File: config.mk
export PLATFORM = sky130hd
export DESIGN_NAME = seg7_scan_display
export DESIGN_NICKNAME = d
export VERILOG_FILES = /design/src/rtl/seg7_scan_display_pkg.sv /design/src/rtl/bcd_to_seg7.sv /design/src/rtl/seg7_scan_display.sv
export SDC_FILE = /design/constraint.sdc
export NUM_CORES = 1
export LEC_CHECK = 0
export CORE_ASPECT_RATIO = 1.2
export CORE_MARGIN = 10
export CORE_UTILIZATION = 63
export DETAILED_ROUTE_END_ITERATION = 10
export DONT_BUFFER_PORTS = 1
export GPL_ROUTABILITY_DRIVEN = 0
export PLACE_DENSITY = 0.81
export SLEW_MARGIN = 20
export SYNTH_ARGS = -nofsm -noshare
export SYNTH_HDL_FRONTEND = slang
export SYNTH_SLANG_ARGS = --single-unit
File: constraint.sdc
create_clock -name clk -period 4.3 [get_ports clk]
set_input_delay 1.29 -clock clk [delete_from_list [all_inputs] [get_ports clk]]
set_output_delay 1.29 -clock clk [all_outputs]
set_load 0.05 [all_outputs]
File: src/rtl/seg7_scan_display_pkg.sv
// Shared 7-segment patterns, active-high, bit order {g,f,e,d,c,b,a}.
package seg7_scan_display_pkg;

  localparam logic [6:0] SEG7_0   = 7'h3F;
  localparam logic [6:0] SEG7_1   = 7'h06;
  localparam logic [6:0] SEG7_2   = 7'h5B;
  localparam logic [6:0] SEG7_3   = 7'h4F;
  localparam logic [6:0] SEG7_4   = 7'h66;
  localparam logic [6:0] SEG7_5   = 7'h6D;
  localparam logic [6:0] SEG7_6   = 7'h7D;
  localparam logic [6:0] SEG7_7   = 7'h07;
  localparam logic [6:0] SEG7_8   = 7'h7F;
  localparam logic [6:0] SEG7_9   = 7'h6F;
  localparam logic [6:0] SEG7_A   = 7'h77;
  localparam logic [6:0] SEG7_B   = 7'h7C;
  localparam logic [6:0] SEG7_C   = 7'h39;
  localparam logic [6:0] SEG7_D   = 7'h5E;
  localparam logic [6:0] SEG7_E   = 7'h79;
  localparam logic [6:0] SEG7_F   = 7'h71;
  localparam logic [6:0] SEG7_OFF = 7'h00;

endpackage

File: src/rtl/bcd_to_seg7.sv
// Combinational 4-bit to active-high 7-segment decoder; 10-15 render as A,b,C,d,E,F.
module bcd_to_seg7
  import seg7_scan_display_pkg::*;
(
  input  logic [3:0] bcd_i,
  output logic [6:0] seg_o
);

  always_comb begin
    seg_o = SEG7_OFF;
    unique case (bcd_i)
      4'h0: seg_o = SEG7_0;
      4'h1: seg_o = SEG7_1;
      4'h2: seg_o = SEG7_2;
      4'h3: seg_o = SEG7_3;
      4'h4: seg_o = SEG7_4;
      4'h5: seg_o = SEG7_5;
      4'h6: seg_o = SEG7_6;
      4'h7: seg_o = SEG7_7;
      4'h8: seg_o = SEG7_8;
      4'h9: seg_o = SEG7_9;
      4'hA: seg_o = SEG7_A;
      4'hB: seg_o = SEG7_B;
      4'hC: seg_o = SEG7_C;
      4'hD: seg_o = SEG7_D;
      4'hE: seg_o = SEG7_E;
      4'hF: seg_o = SEG7_F;
    endcase
  end

endmodule

File: src/rtl/seg7_scan_display.sv
// Time-multiplexed 7-segment scanner: per-frame snapshot of BCD digits, per-slot
// anti-ghost blanking, optional leading-zero suppression, registered outputs.
module seg7_scan_display
  import seg7_scan_display_pkg::*;
#(
  parameter int unsigned N_DIGITS   = 4,
  parameter int unsigned SCAN_DIV   = 1000,
  parameter int unsigned BLANK_CYC  = 2,
  parameter bit          SEG_ACT_LO = 1'b1,
  parameter bit          DIG_ACT_LO = 1'b1
) (
  input  logic                  clk,
  input  logic                  rst_n,
  input  logic                  i_enable,
  input  logic [4*N_DIGITS-1:0] i_digits,
  input  logic [N_DIGITS-1:0]   i_dots,
  input  logic                  i_blank_lz,
  output logic [6:0]            o_seg,
  output logic                  o_dp,
  output logic [N_DIGITS-1:0]   o_dig,
  output logic                  o_frame_done
);

  localparam int unsigned PW = (SCAN_DIV > 1) ? $clog2(SCAN_DIV) : 1;
  localparam int unsigned IW = $clog2(N_DIGITS);

  localparam logic [PW-1:0]       PrescLast = PW'(SCAN_DIV - 1);
  localparam logic [IW-1:0]       IdxLast   = IW'(N_DIGITS - 1);
  localparam logic [6:0]          SegOff    = SEG_ACT_LO ? ~SEG7_OFF : SEG7_OFF;
  localparam logic                DpOff     = SEG_ACT_LO;
  localparam logic [N_DIGITS-1:0] DigOff    = DIG_ACT_LO ? {N_DIGITS{1'b1}} : '0;

  logic [PW-1:0]         presc_q, presc_d;
  logic [IW-1:0]         idx_q, idx_d;
  logic [4*N_DIGITS-1:0] snap_digits_q, snap_digits_d;
  logic [N_DIGITS-1:0]   snap_dots_q, snap_dots_d;
  logic                  snap_lz_q, snap_lz_d;
  logic [6:0]            seg_q, seg_d;
  logic                  dp_q, dp_d;
  logic [N_DIGITS-1:0]   dig_q, dig_d;
  logic                  frame_done_q, frame_done_d;

  logic                  take_snap;
  logic [N_DIGITS-1:0]   blank_mask;
  logic [3:0]            cur_digit;
  logic                  cur_dot;
  logic                  cur_blank;
  logic [6:0]            dec_seg;
  logic [6:0]            seg_act;
  logic [N_DIGITS-1:0]   dig_on;

  // Scan counters and frame snapshot.
  always_comb begin
    take_snap     = i_enable && (presc_q == '0) && (idx_q == '0);
    snap_digits_d = take_snap ? i_digits   : snap_digits_q;
    snap_dots_d   = take_snap ? i_dots     : snap_dots_q;
    snap_lz_d     = take_snap ? i_blank_lz : snap_lz_q;
    presc_d       = presc_q;
    idx_d         = idx_q;
    frame_done_d  = 1'b0;
    if (!i_enable) begin
      presc_d = '0;
      idx_d   = '0;
    end else if (presc_q == PrescLast) begin
      presc_d      = '0;
      idx_d        = (idx_q == IdxLast) ? '0 : idx_q + 1'b1;
      frame_done_d = (idx_q == IdxLast);
    end else begin
      presc_d = presc_q + 1'b1;
    end
  end

  // Display data is taken from the snapshot value in effect for this cycle, so the
  // first slot of a frame already shows the digits latched on that same edge.
  always_comb begin
    cur_digit = '0;
    cur_dot   = 1'b0;
    cur_blank = 1'b0;
    for (int k = 0; k < int'(N_DIGITS); k++) begin
      blank_mask[k] = snap_lz_d && (k != 0);
      for (int j = k; j < int'(N_DIGITS); j++) begin
        if (snap_digits_d[4*j +: 4] != 4'h0) begin
          blank_mask[k] = 1'b0;
        end
      end
    end
    for (int k = 0; k < int'(N_DIGITS); k++) begin
      if (idx_q == IW'(k)) begin
        cur_digit = snap_digits_d[4*k +: 4];
        cur_dot   = snap_dots_d[k];
        cur_blank = blank_mask[k];
      end
    end
  end

  bcd_to_seg7 u_dec (
    .bcd_i (cur_digit),
    .seg_o (dec_seg)
  );

  always_comb begin
    seg_act = cur_blank ? SEG7_OFF : dec_seg;
    dig_on  = (32'(presc_q) < BLANK_CYC) ? '0 : (N_DIGITS'(1) << idx_q);
    seg_d   = SegOff;
    dp_d    = DpOff;
    dig_d   = DigOff;
    if (i_enable) begin
      seg_d = SEG_ACT_LO ? ~seg_act : seg_act;
      dp_d  = SEG_ACT_LO ? ~cur_dot : cur_dot;
      dig_d = DIG_ACT_LO ? ~dig_on : dig_on;
    end
  end

  always_ff @(posedge clk) begin
    if (!rst_n) begin
      presc_q       <= '0;
      idx_q         <= '0;
      snap_digits_q <= '0;
      snap_dots_q   <= '0;
      snap_lz_q     <= 1'b0;
      seg_q         <= SegOff;
      dp_q          <= DpOff;
      dig_q         <= DigOff;
      frame_done_q  <= 1'b0;
    end else begin
      presc_q       <= presc_d;
      idx_q         <= idx_d;
      snap_digits_q <= snap_digits_d;
      snap_dots_q   <= snap_dots_d;
      snap_lz_q     <= snap_lz_d;
      seg_q         <= seg_d;
      dp_q          <= dp_d;
      dig_q         <= dig_d;
      frame_done_q  <= frame_done_d;
    end
  end

  assign o_seg        = seg_q;
  assign o_dp         = dp_q;
  assign o_dig        = dig_q;
  assign o_frame_done = frame_done_q;

endmodule

==> impl_metrics.tcl, run 1 <==
set metrics [dict create \
    die_y_um 86.67 \
    drt_iter0_drc 96 \
    slowest_delay_ns 0.45 \
    routed_wl_mm 5.074 \
    grt_pass1_vias 1717 \
    critical_path_buf_inv_count 2 \
    netlist_instances 242 \
    syn_area_per_cell_um2 9.643 \
    setup-tns-final_ns 0 \
    intPower_mw 0.6066 \
    clockPowerShare 0.294 \
    finalHoldViolCount 0 \
    cts_hold_buf 0 \
    ir_worst_vdd_mv 0.2006 \
    gr-total-overflow 0 \
    grt_pass1_wl_mm 8.231 \
    critical_path_arrival_ns 3.59 \
    antenna_found_initial 0 \
    min_period_over_period 0.7965 \
    grt_max_degree 27 \
    n_fill_cell 296 \
    cellPowerDensity_mw_per_mm2 347.7 \
    cts_buffers 5 \
    setup.worst_path.end_class "flop" \
    crit_fanout 10 \
    clock_latency_ns 0.30 \
    initial_core_util 0.6476 \
    htree_levels 2 \
    cpMaxStageDelayCell "and3_1" \
    pwr-share-seq 0.572 \
    hp-class "reg -> reg" \
    worstSetupPathType "in -> reg" \
    drtAntennaViolNets 0 \
    wire_per_inst_um 18.19 \
    worstPathCellList "and3_1, and3_1, mux2_2, a221oi_1, a221o_2, inv_1, ha_1, inv_1, nor2_1, mux2i_1, o2111ai_1" \
    min_path_cells 1 \
    detailedRoute.firstPassIterationCount 4 \
    syn_area_mm2 0.002333 \
    dp_hpwl_mm 3.912 \
    ys_types 49 \
    path_depth 11 \
    startpoint_type "input port" \
    nets 276 \
    syn_nets 278 \
    drc_errors 0 \
    skew_ns 0.005581 \
    diodes 0 \
    clock_sinks 46 \
    slew_headroom 0.5636 \
    setup_viol 0 \
    final_max_slew_viol_count 0 \
    rsz0062_at_grt "false" \
    outcome "finished, final reports clean" \
    ys_seq_area_frac 0.3946 \
    die_area_mm2 0.006548 \
    fmax_ghz 0.2920 \
    track_usage 0.1631 \
    core-area_mm2 0.003603 \
    drive_above_1_share 0.09583 \
    power.leakage_nw 0.9631 \
    post-cts-setup-buffer-count 0 \
    maxCapViolCount 0 \
    synthToLayoutAreaGrowth_pct 2.520 \
    rows 24 \
    holdWs_ns 0.4690 \
    required_ns 4.47 \
    ys_ff_latch 46 \
    min_period_ns 3.425 \
    combPwrFrac 0.134 \
    die_w_um 75.56 \
    io_buffer_count 0 \
    sw_frac_of_total 0.2708 \
    p_sw_mw 0.2253 \
    num_vias 1749 \
    crit_family "simple AND/OR/NAND/NOR gates" \
    clk_path_buf_depth 2 \
    path_clk_slew_ns 0.07 \
    clockRootBuffer "clkbuf_8" \
    ys_warn_count 0 \
    cts_tree "yes" \
    ioPinCount 37 \
    cts_resized 0 \
    tightestPinTransition_ns 0.6545 \
    vias_per_cell 6.269 \
    rr_worst_depth 13 \
]
## state kept, by name, summed over array words and instances, names as in the netlist
name / cells
presc_q: 10
o_dp: 1
snap_digits_q: 16
o_seg: 7
snap_dots_q: 4
idx_q: 2
snap_lz_q: 1
o_dig: 4
o_frame_done: 1
## stage by stage
step                      instance area [µm²]  total power, mW  worst slack, ns    util  cells
after floorplan                          2333           0.5805           0.9303       -    242
after global placement                   2316           0.5940           0.6908  0.6427    272
after detailed placement                 2316           0.5966           0.5777  0.6427    272
after CTS                                2392           0.8383           0.8898  0.6639    279
after global routing                     2392           0.8676           0.6348  0.6639    279
final                                    2392           0.8319           0.8749  0.6639    279
## logic make-up (layout without fill, tap and decap cells)
| kind of cell | after synthesis | after routing | share of synthesized area |
|---|---|---|---|
| AND/OR/NAND/NOR | 91 | 91 | 0.2198 |
| flip-flops | 46 | 46 | 0.3946 |
| AO/OA/AOI/OAI | 40 | 40 | 0.1357 |
| multiplexers | 25 | 25 | 0.1142 |
| buffers and inverters | 23 | 21 | 0.05255 |
| adder cells (fa/ha/maj) | 12 | 12 | 0.06434 |
| XOR/XNOR | 5 | 5 | 0.01877 |
## path summary, 6_finish.rpt
| check | end | slack [ns] | from |
|---|---|---|---|
| setup / recovery | o_seg[0]$_SDFF_PN1_ | 0.87 | i_enable |
| setup reg to reg | o_seg[0]$_SDFF_PN1_ | 1.18 | idx_q[0]$_SDFFE_PN0P_ |
| hold reg to reg | presc_q[0]$_SDFF_PP0_ | 0.47 | presc_q[0]$_SDFF_PP0_ |
| hold / removal | presc_q[0]$_SDFF_PP0_ | 0.47 | presc_q[0]$_SDFF_PP0_ |
## worst reg2reg max path, cell delays in order, from the launching register on
cell	delay, ns
dfxtp_1	0.36
inv_1	0.09
ha_1	0.20
and3_1	0.22
and3_1	0.45
mux2_2	0.40
a221oi_1	0.28
a221o_2	0.26
inv_1	0.08
ha_1	0.23
inv_1	0.08
nor2_1	0.04
mux2i_1	0.17
o2111ai_1	0.12
## area by class of cell
cell class / count / area (µm²) / share of cell area
clock buffers: 7 / 76.32 / 0.03190
inverters: 13 / 48.80 / 0.02040
multi-input cells: 173 / 1290 / 0.5392
flip-flops and latches: 46 / 920.9 / 0.3849
well taps: 39 / 48.80 / 0.02040
repair buffers: 1 / 7.507 / 0.003138
## power groups by stage
stage	logic [mW]	registers, mW	clock network (mW)
finish	0.111	0.476	0.245
global route	0.122	0.478	0.267
CTS	0.111	0.476	0.251
detailed placement	0.111	0.486	0
global placement	0.109	0.485	0
floorplan	0.0977	0.483	0
## routing by layer
layer | vias to the layer above | track usage | routed length, µm
met5 | - | 0 | 0
met4 | 0 | 0.06430 | 114
met3 | 10 | 0.04920 | 315
met2 | 44 | 0.2959 | 2776
met1 | 830 | 0.1670 | 1868
li1 | 865 | - | -
## Yosys cell counts (all sizes together)
library cell | instances | area [µm²]
dfxtp | 46 | 920.9
nand2 | 22 | 85.09
mux2i | 18 | 180.2
inv | 13 | 48.80
nor2 | 13 | 48.80
ha | 12 | 150.1
nor2b | 12 | 75.07
nand3 | 10 | 55.05
and2 | 9 | 56.30
a21oi | 7 | 35.03
buf | 7 | 62.56
mux2 | 7 | 86.33
a221oi | 5 | 56.31
nor4 | 5 | 61.31
o21ai | 5 | 25.02
a21boi | 4 | 30.03
and3 | 4 | 25.02
or3 | 4 | 25.02
clkbuf | 3 | 11.26
nand4 | 3 | 18.77
o211ai | 3 | 27.52
o221ai | 3 | 32.53
or4 | 3 | 22.52
xor2 | 3 | 26.28
a221o | 2 | 21.27
a31oi | 2 | 12.51
nand3b | 2 | 15.01
o2111ai | 2 | 17.52
o41ai | 2 | 17.52
xnor2 | 2 | 17.52
a2111oi | 1 | 8.760
a32oi | 1 | 8.760
nand2b | 1 | 6.260
nor3 | 1 | 5.000
nor3b | 1 | 7.510
o21bai | 1 | 7.510
o22ai | 1 | 6.260
o311a | 1 | 10.01
or2 | 1 | 6.260
## cell usage in the layout, fill, tap and decap left out, types with 3 or more instances in the layout
cell type	n
dfxtp_1	46
nand2_1	21
mux2i_1	18
inv_1	13
nor2_1	13
nor2b_1	12
ha_1	12
and2_1	9
nand3_1	9
a21oi_1	7
mux2_2	5
o21ai_0	5
clkbuf_8	5
and3_1	4
or3_1	4
a21boi_0	4
a221oi_1	3
nand4_1	3
xor2_1	3
or4_1	3
nor4_1	3
(Power assumes the default switching activity.)
==> inputs of run 2 (changes only) <==
- ABC_AREA: default -> 1
- CORE_UTILIZATION: 63 -> 56
- PLACE_DENSITY: 0.81 -> 0.76
- clock period: 4.3 -> 2.8 ns (I/O delays scaled with it)
==> impl_metrics.tcl, run 2 <==
set metrics [dict create \
    slew_headroom 0.5582 \
    drc_errors 0 \
    ioPinCount 37 \
    track_usage 0.1499 \
    ys_warn_count 0 \
    hp-class "reg -> reg" \
    final_common_cell "nand2_1" \
    yosys.area_share.simple 0.3827 \
    power.leakage_nw 1.186 \
    core-area_mm2 0.004197 \
    ir_worst_vdd_mv 0.3135 \
    die_y_um 91.81 \
    wire_per_inst_um 12.84 \
    syn_nets 378 \
    startpoint_type "flop" \
    path_clk_slew_ns 0.08 \
    setup_viol 0 \
    cts_tree "yes" \
    postPlaceCellArea_mm2 0.002452 \
    cts_resized 0 \
    largest_register_ffs 16 \
    skew_ns 0.009019 \
    synth_top_family_by_area "simple AND/OR/NAND/NOR gates" \
    gr-total-overflow 0 \
    required_ns 2.98 \
    ys_ff_latch 46 \
    drt_iter0_drc 109 \
    drtAntennaViolNets 0 \
    ys_seq_area_frac 0.3827 \
    synthXorXnorAreaFrac 0.01092 \
    io_buffer_count 0 \
    muxShareOfSynthArea 0.01248 \
    initial_core_util 0.5733 \
    n_fill_cell 391 \
    syn_area_per_cell_um2 7.035 \
    holdWs_ns 0.4477 \
    utilization 0.6109 \
    synth_top_area_cell "dfxtp_1" \
    clock_sinks 46 \
    ys_top_cells_by_area "dfxtp_1, nand2_1, nand3_1, nor2_1, ha_1" \
    die_w_um 79.84 \
    ys_types 34 \
    synth_most_common_cell "nand2_1" \
    yosysTopAreaCellShare 0.3827 \
    synth_edf_count 0 \
    maxCapViolCount 0 \
    setup-tns-final_ns 0 \
    final_cell_area_mm2 0.002564 \
    htree_levels 2 \
    finalHoldViolCount 0 \
    clockRootBuffer "clkbuf_8" \
    syn_area_mm2 0.002406 \
    cts_hold_buf 0 \
    clk_path_buf_depth 2 \
    clock_latency_ns 0.30 \
    setup.worst_path.end_class "flop" \
    vias_per_cell 5.101 \
    netlist_instances 342 \
    tightestPinTransition_ns 0.6619 \
    synth_compound_area_frac 0.05928 \
    post-place-ws_ns 0.2039 \
    final_cell_mix "nand2_1, dfxtp_1, nand3_1" \
    grt_pass1_vias 2069 \
    nets 381 \
    grt_max_degree 22 \
    rows 26 \
    critical_path_arrival_ns 2.64 \
    min_path_cells 1 \
    ys.flop_type "dfxtp_1" \
    outcome "finished, final reports clean" \
    fin_ws_ns 0.3415 \
    min_period_over_period 0.8780 \
    top_register "snap_digits_q" \
    num_vias 2061 \
    final_max_slew_viol_count 0 \
    dp_hpwl_mm 3.991 \
    antenna_found_initial 2 \
    rr_worst_depth 15 \
    routed_wl_mm 5.187 \
    synthTopCellsByCount "nand2_1, dfxtp_1, nand3_1, nor2_1, inv_1" \
    fmax_ghz 0.4068 \
    rsz0062_at_grt "false" \
    synthToLayoutAreaGrowth_pct 6.552 \
    crit_fanout 21 \
    cts_buffers 5 \
    worstSetupPathType "reg -> reg" \
    drive_above_1_share 0.07514 \
    detailedRoute.firstPassIterationCount 4 \
    post-cts-setup-buffer-count 0 \
    die_area_mm2 0.007329 \
    async_flop_share 0 \
    min_period_ns 2.459 \
    cellPowerDensity_mw_per_mm2 555.3 \
    grt_pass1_wl_mm 8.976 \
    synthAdderAreaFrac 0.06240 \
]
## run 2: changes by cell type after synthesis, moves of 5 or more
cell | previous run | this run
nand3b_1 | 2 | 8
nor2_1 | 13 | 42
nand2_1 | 21 | 88
nand3_1 | 9 | 44
mux2i_1 | 18 | 3
and2_1 | 9 | 2
nor2b_1 | 12 | 0
mux2_2 | 5 | 0
nor3_1 | 1 | 7
inv_1 | 13 | 40
## run 2: cell type report
type | instances | area (µm²) | area share
multi-input combinational | 245 | 1270 | 0.4954
sequential | 46 | 920.9 | 0.3592
timing repair buffer | 4 | 30.03 | 0.01171
tap | 56 | 70.07 | 0.02733
clock inverter | 1 | 30.03 | 0.01171
clock buffer | 7 | 76.32 | 0.02977
inverter | 43 | 161.4 | 0.06296
antenna | 2 | 5.005 | 0.001952
## run 2: worst paths after layout
check	from	end	slack, ns
max	idx_q[0]$_SDFFE_PN0P_	o_seg[3]$_SDFF_PN1_	0.34
min	presc_q[0]$_SDFF_PP0_	presc_q[0]$_SDFF_PP0_	0.45
max reg2reg	idx_q[0]$_SDFFE_PN0P_	o_seg[3]$_SDFF_PN1_	0.34
min reg2reg	presc_q[0]$_SDFF_PP0_	presc_q[0]$_SDFF_PP0_	0.45
## run 2: worst max-delay path: stages (launching register included)
cell	delay, ns
dfxtp_1	0.36
inv_1	0.09
ha_1	0.22
inv_1	0.11
nor2_2	0.07
nand2_4	0.21
buf_4	0.21
nand2_1	0.07
nand2_1	0.08
nand2_1	0.09
nand2_1	0.17
inv_1	0.12
ha_1	0.32
nand2_1	0.06
nand3_1	0.09
nand3_1	0.07
## run 2: cells by family (layout without fill, tap and decap cells)
kind of cell,after synthesis,in the layout
xor gates and xnor gates,3,3
buffers and inverters,51,55
adders and majority gates,12,12
other,0,2
muxes,3,3
AOI/OAI and AO/OA,21,21
and+or+nand+nor,206,206
DFF,46,46
## run 2: metal layers
layer	track usage	part of all wire
met5	0	0
met4	0.06765	0.015
met3	0.04883	0.075
met1	0.1559	0.38
met2	0.2649	0.52
## run 2: where the power goes
group / total (mW) / switching (mW) / internal (mW)
registers: 0.731 / 0.0446 / 0.686
logic: 0.215 / 0.141 / 0.0740
clock network: 0.477 / 0.210 / 0.267
## run 2: metrics by stage
step	instances	power, mW
after floorplan	342	0.9243
after global placement	394	0.9557
after detailed placement	394	0.9595
after CTS	402	1.436
after global routing	404	1.502
final	404	1.424
